===== src/rtl/aes_dec_scheduler.sv =====
// Round-robin scheduler sharing one combinational AES decrypt core between two channels.
// Optional per-channel completion counters: define AES_DEC_SCHED_STATS_EN.
module aes_dec_scheduler #(
    parameter int WAIT_CYCLES = 4
) (
    input  logic         clk,
    input  logic         rst,
    input  logic         req0_valid,
    output logic         req0_ready,
    input  logic [127:0] req0_ct,
    input  logic [127:0] req0_key,
    input  logic         req1_valid,
    output logic         req1_ready,
    input  logic [127:0] req1_ct,
    input  logic [127:0] req1_key,
    output logic [127:0] core_ct,
    output logic [127:0] core_key,
    input  logic [127:0] core_pt,
    output logic         out_valid,
    input  logic         out_ready,
    output logic [127:0] out_pt,
    output logic         out_id
`ifdef AES_DEC_SCHED_STATS_EN
   ,output logic [31:0]  blk_cnt0,
    output logic [31:0]  blk_cnt1
`endif
);

    if (WAIT_CYCLES < 1 || WAIT_CYCLES > 255) begin : g_bad_cfg
        $error("aes_dec_scheduler: WAIT_CYCLES must be in 1..255");
    end

    localparam logic [7:0] CNT_INIT = 8'(WAIT_CYCLES - 1);

    typedef enum logic [1:0] {
        S_IDLE,
        S_WAIT,
        S_DONE
    } state_t;

    state_t       r_state;
    state_t       w_next;
    logic [7:0]   r_cnt;
    logic         r_last;
    logic         r_id;
    logic         r_out_valid;
    logic         r_out_id;
    logic [127:0] r_core_ct;
    logic [127:0] r_core_key;
    logic [127:0] r_out_pt;

    logic w_idle;
    logic w_any;
    logic w_grant;
    logic w_accept;
    logic w_capture;
    logic w_fire;

    // On a tie the channel that did not win last time gets the core.
    assign w_idle    = (r_state == S_IDLE);
    assign w_any     = req0_valid | req1_valid;
    assign w_grant   = (req0_valid && req1_valid) ? ~r_last : req1_valid;
    assign req0_ready = w_idle && req0_valid && !w_grant;
    assign req1_ready = w_idle && req1_valid && w_grant;
    assign w_accept  = w_idle && w_any;
    assign w_capture = (r_state == S_WAIT) && (r_cnt == 8'd0);
    assign w_fire    = r_out_valid && out_ready;

    always_comb begin
        w_next = r_state;
        unique case (r_state)
            S_IDLE:  if (w_accept) w_next = S_WAIT;
            S_WAIT:  if (r_cnt == 8'd0) w_next = S_DONE;
            S_DONE:  if (out_ready) w_next = S_IDLE;
            default: w_next = S_IDLE;
        endcase
    end

    always_ff @(posedge clk) begin
        if (rst) begin
            r_state     <= S_IDLE;
            r_cnt       <= 8'd0;
            r_last      <= 1'b1;
            r_id        <= 1'b0;
            r_out_valid <= 1'b0;
            r_out_id    <= 1'b0;
            r_core_ct   <= '0;
            r_core_key  <= '0;
            r_out_pt    <= '0;
        end else begin
            r_state <= w_next;
            if (w_accept) begin
                r_core_ct  <= w_grant ? req1_ct  : req0_ct;
                r_core_key <= w_grant ? req1_key : req0_key;
                r_last     <= w_grant;
                r_id       <= w_grant;
                r_cnt      <= CNT_INIT;
            end
            if (r_state == S_WAIT && r_cnt != 8'd0) begin
                r_cnt <= r_cnt - 8'd1;
            end
            if (w_capture) begin
                r_out_pt    <= core_pt;
                r_out_id    <= r_id;
                r_out_valid <= 1'b1;
            end
            if (w_fire) begin
                r_out_valid <= 1'b0;
            end
        end
    end

    assign core_ct   = r_core_ct;
    assign core_key  = r_core_key;
    assign out_valid = r_out_valid;
    assign out_pt    = r_out_pt;
    assign out_id    = r_out_id;

`ifdef AES_DEC_SCHED_STATS_EN
    logic [31:0] r_blk_cnt0;
    logic [31:0] r_blk_cnt1;

    always_ff @(posedge clk) begin
        if (rst) begin
            r_blk_cnt0 <= '0;
            r_blk_cnt1 <= '0;
        end else if (w_fire) begin
            if (r_out_id) r_blk_cnt1 <= r_blk_cnt1 + 32'd1;
            else          r_blk_cnt0 <= r_blk_cnt0 + 32'd1;
        end
    end

    assign blk_cnt0 = r_blk_cnt0;
    assign blk_cnt1 = r_blk_cnt1;
`endif

endmodule


===== config.mk =====
export PLATFORM = sky130hd
export DESIGN_NAME = aes_dec_scheduler
export DESIGN_NICKNAME = d
export VERILOG_FILES = /design/src/rtl/aes_dec_scheduler.sv
export SDC_FILE = /design/constraint.sdc
export NUM_CORES = 1
export LEC_CHECK = 0
export BUFFER_PORTS_ARGS = -buffer_cell sky130_fd_sc_hd__buf_4
export CAP_MARGIN = 20
export CORE_AREA = 3 3 396 398
export CTS_CLUSTER_DIAMETER = 50
export DETAILED_ROUTE_END_ITERATION = 16
export DIE_AREA = 0 0 399 401
export REMOVE_ABC_BUFFERS = 1
export SETUP_SLACK_MARGIN = 0.3
export SLEW_MARGIN = 25
export SYNTH_ARGS = -nofsm -noshare
export SYNTH_HDL_FRONTEND = slang
export SYNTH_SLANG_ARGS = --single-unit

===== constraint.sdc =====
create_clock -name clk -period 1.7 [get_ports clk]
set_clock_uncertainty 0.1 [all_clocks]
set_input_delay 0.255 -clock clk [delete_from_list [all_inputs] [get_ports clk]]
set_output_delay 0.255 -clock clk [all_outputs]
set_load 0.01 [all_outputs]

; After elaboration in Yosys (flattened, before gate mapping)
; Cells that the tools add are included.
[totals]
register_bits = 398
in_bits = 645
out_inout_bits = 388
wordCells = 42
[classes]
add_sub_neg = 1
eq_ne = 5
n_mux = 9
n_bitwise = 2
reduce_logical = 16
[ops]
columns = cell, n
row1 = 128-bit two-way mux, 2
row2 = 8-bit two-way mux, 2
row3 = 1-bit logical AND, 9
row4 = 8-bit logical NOT, 1
row5 = 8-bit nonzero test, 1
row6 = "8-bit by 1-bit subtractor with 8-bit output, second input constant", 1
row7 = 2-bit two-way mux, 3
row8 = 2-bit case mux with 3 select lines, 1
row9 = "2-bit by 1-bit != test with 1-bit output, second input constant", 2
row10 = 3-bit AND reduction, 1
row11 = "2-bit by 1-bit equality test with 1-bit output, second input constant", 1
row12 = "2-bit equality test, second input constant", 1
row13 = 2-bit logical NOT, 1
row14 = "2-bit != test, second input constant", 1
row15 = 2-bit nonzero test, 1
row16 = 2-bit OR reduction, 1
row17 = 1-bit logical NOT, 1
row18 = 1-bit two-way mux, 1
row19 = 1-bit inverter, 1
row20 = 1-bit bitwise OR, 1

; Logic depth before layout (Yosys ltp)
[logic_depth]
ltp_word = 4
ltp_mapped = 8
depth_no_buf = 6

; Worst setup path before layout
; OpenSTA, ideal clock, no wires.
[synth_path]
kind = reg-to-reg
from = reg r_cnt[0]
to = reg r_out_pt[100] (netlist: out_pt[100])
setup_ns = 0.132
arrival_time_ns = 1.631
slack_ns = -0.163
path_stages_with_launch = 9
n_path_buf = 2
synth_period_minus_slack_ns = 1.863
path_cell_list = dfxtp_1 inv_1 ha_1 nor3b_1 nand3b_1 clkbuf_1 clkbuf_1 nand2_1 a21oi_1
[synth_between]
elab_chain_cells = 2
[synth_lines]
columns = item, line_no
row1 = start: declaration, 43  ; logic [7:0] r_cnt;
row2 = start signal: assignment, 100  ; r_cnt <= r_cnt - 8'd1;
row3 = 8-bit logical NOT, 66  ; assign w_capture = (r_state == S_WAIT) && (r_cnt == 8'd0);
row4 = 1-bit logical AND, 66
row5 = end signal: assignment, 103  ; r_out_pt <= core_pt;
row6 = end: declaration, 50  ; logic [127:0] r_out_pt;
; No other way between the ends.
; A chain may end at the register's enable or synchronous reset.

; Worst setup path in the final report
[layout_path]
from = reg r_last
to = reg r_core_key[28] (netlist: core_key[28])
[layout_between]
elab_chain_cells = 3
[layout_lines]
columns = item, line_no
row1 = start: declaration, 44  ; logic r_last;
row2 = start signal: assignment, 95  ; r_last <= w_grant;
row3 = 1-bit inverter, 62  ; assign w_grant = (req0_valid && req1_valid) ? ~r_last : req1_valid;
row4 = 1-bit two-way mux, 62
row5 = 128-bit two-way mux, 94  ; r_core_key <= w_grant ? req1_key : req0_key;
row6 = end signal: assignment, 94
row7 = end: declaration, 49  ; logic [127:0] r_core_key;
; No other way between the ends.

==> impl_metrics.yaml <==
status:
  status: "complete, but fails checks"
  violations: "negative setup slack"
flow_run:
  maxCapViolCount: 0
finish:
  finalNonFillerCells: 6040
  drive_gt1_share_pct: 54.50
  utilization_pct: 28.07
  syn2layout_area_growth_pct: 171.8
  nets: 4555
global_route:
  top_usage_layer: "met2"
  grt_usage_pct: 16.91
  grt_start_max_net_pins: 49
  met3_usage_pct: 7.484
  antenna_found_initial: 50
  met1_usage_pct: 18.52
  grtUsageMet2_pct: 28.05
  grt_pass1_wl_um: 192000
  first_global_vias: 24960
  gr-total-overflow: 0
routing:
  drt_iter0_drc: 1770
  vias: 24970
  vias_per_cell: 4.135
  antenna_left: 0
  drc: 0
  wl_per_cell_um: 25.12
  first_pass_iters: 5
  routed_wl_um: 151700
critical_path:
  cp.required_ns: 2.14
  cp.arrival_ns: 2.54
  crit_type: "reg -> reg"
  worstSetupStartpointType: "register"
  cp.depth: 10
  critPathMaxStageDelay_ns: 0.35
  cp_max_fo: 6
  end_kind: "register"
  cp_slowest_cell: "dfxtp_4"
  crit_path_frequent_cell: "buf_12"
  worst-r2r-cell-count: 10
  critPathTopFamily: "buffers and inverters"
  cp_cell_sequence: "buf_4 -> buf_6 -> a21boi_4 -> buf_12 -> buf_12 -> buf_16 -> buf_8 -> clkbuf_16 -> nand2_2 -> a311oi_1"
  critPathBufInv: 7
yosys:
  synth_edf_count: 0
  synth_area_leaders: "dfxtp_1 (50%), nand2_1 (18%), a311oi_1 (14%)"
  ys_seq_area_share_pct: 50.20
  synth_top_area_cell: "dfxtp_1"
  syn_inst: 2056
  synth_cell_types: 34
  yosysMostFrequentCell: "nand2_1"
  ys.flop_type: "dfxtp_1"
  async_flop_share_pct: 0
  synth-seq-cells: 398
  avgSynthCellArea_um2: 7.719
  synth_common_cells: "nand2_1 (771), dfxtp_1 (398), nor2_1 (265), a311oi_1 (258), a21oi_1 (133)"
  netlist_area_um2: 15870
  synth_top_area_share_pct: 50.20
  ys_warn_count: 0
clock_tree:
  clk_pin_slew_worst_paths_ns: 0.06
  clkSinkCount: 398
  clockRootBuffer: "clkbuf_16"
  worstSkewPairLatency_ns: 0.65
  cts_tree: "built"
  cts_htree_levels: 2
  clock_path_buffers: 3
  numCtsBuffers: 59
pwr:
  power_density_nw_per_um2: 1246
  fin_total_pwr_mw: 53.75
  p_leak_nw: 18.86
  ir_worst_vdd_mv: 0.6476
floorplanning:
  fp-row-count: 144
  die_x_um: 399
  ios: 1033
  die_h_um: 401
  dieArea_um2: 160000
  initial_core_util_pct: 10.33
  coreArea_um2: 153700
sta:
  fmax_ghz: 0.4755
  slew_violations: 0
  layout_min_cycle_time_ns: 2.103
  finalHoldWorstSlack_ns: 0.1814
  period_share_pct: 123.7
  setup_viol: 398
  fin_ws_ns: -0.4031
  worst_slew_pin_slew_ns: 0.5892
  rsz0062_at_grt: "true"
  relSlewSlack_pct: 60.42
  hold_violations: 0
worst_hold_path:
  hold_class: "in -> reg"
  hold_depth: 6
place:
  dp_hpwl_um: 102100
  gp_congestion: 0.9280
  portBuffers: 1032
  dp_cells: 5086
## metal layers
layer | routed length [µm] | share of wire, %
met5 | 167 | 0.11
met1 | 54490 | 36
met4 | 9687 | 6.4
met2 | 71040 | 47
met3 | 16350 | 11
## what timing repair did
| action | 4_1_cts | 5_1_grt |
|---|---|---|
| endpoints found under the hold margin | 395 | 0 |
| pin swaps | 247 | 323 |
| buffers inserted | 74 | 22 |
| resized for setup | 510 | 686 |
| gates cloned | 50 | 17 |
| setup endpoints to repair | 786 | 784 |
| hold buffers | 642 | 0 |
## power by group
part           switching (mW)  leakage [nW]  internal [mW]
Sequential               1.74          3.28           11.7
Clock                    5.08          1.00           8.00
Combinational            14.2          14.6           13.1
## worst reg2reg max path: stages, from the launching register on
cell	delay (ns)
dfxtp_4	0.35
buf_4	0.13
buf_6	0.12
a21boi_4	0.16
buf_12	0.15
buf_12	0.13
buf_16	0.16
buf_8	0.14
clkbuf_16	0.17
nand2_2	0.06
a311oi_1	0.33
## final cells by class
type                    instances  area [µm²]
fillers                     15410      110600
repair buffers               1979       19170
multi-input cells            1465       11240
flip-flops and latches        398        7979
well taps                    2044        2557
clock buffers                  81        1680
clock inverters                28       389.1
diodes                         40       100.1
inverters                       5       18.77
## through the flow
step                cell area (µm²)  setup TNS, ns  setup slack [ns]
floorplan                     15110       -2404.69            -8.184
global placement              26960         -26.86           -0.2299
finish                        43130        -101.81           -0.4031
CTS                           39420         -95.84           -0.4458
detailed placement            26960         -41.71           -0.3022
global route                  43100        -127.84           -0.4844
## logic make-up (layout without fill, tap and decap cells)
family	Yosys count	after routing	synth area share, %
simple gates	1054	1054	25.35
compound gates	407	407	19.28
flops	398	398	50.20
buf+inv	193	2093	4.888
fa+ha+maj	2	2	0.1577
xor+xnor	1	1	0.05520
mux	1	1	0.07095
other cells	0	40	0
## worst paths after layout
| kind | endpoint | slack (ns) | startpoint |
|---|---|---|---|
| max | core_key[28] | -0.40 | r_last |
| min | r_id | 0.18 | req1_valid |
| max reg2reg | core_key[28] | -0.40 | r_last |
| min reg2reg | out_pt[18] | 0.36 | out_pt[18] |
## layout by cell type (no fill, tap or decap), types with 3 or more instances in the layout
cell type and count:
nor3_2 3, clkinv_4 5, inv_6 4, nand2_1 398, dfxtp_1 393, clkinvlp_4 4, buf_8 21, inv_8 3
dlygate4sd3_1 642, buf_6 49, nand2_2 115, a311oi_2 195, nand2_8 6, buf_16 51, a311oi_1 62, a21oi_2 118
clkbuf_16 74, clkbuf_1 11, bufbuf_16 6, a211o_1 3, nor2_1 263, clkbuf_8 10, a21oi_1 13, dfxtp_2 3
clkinv_2 4, inv_1 3, buf_4 1120, nand2_4 252, buf_12 76, bufinv_16 7, diode_2 40
## flip-flops by register name, indices dropped and copies added, names as in the netlist
register,count
core_ct,128
core_key,128
out_id,1
out_pt,128
out_valid,1
r_cnt,8
r_id,1
r_last,1
r_state,2
Power figures use the tool's default switching activity.
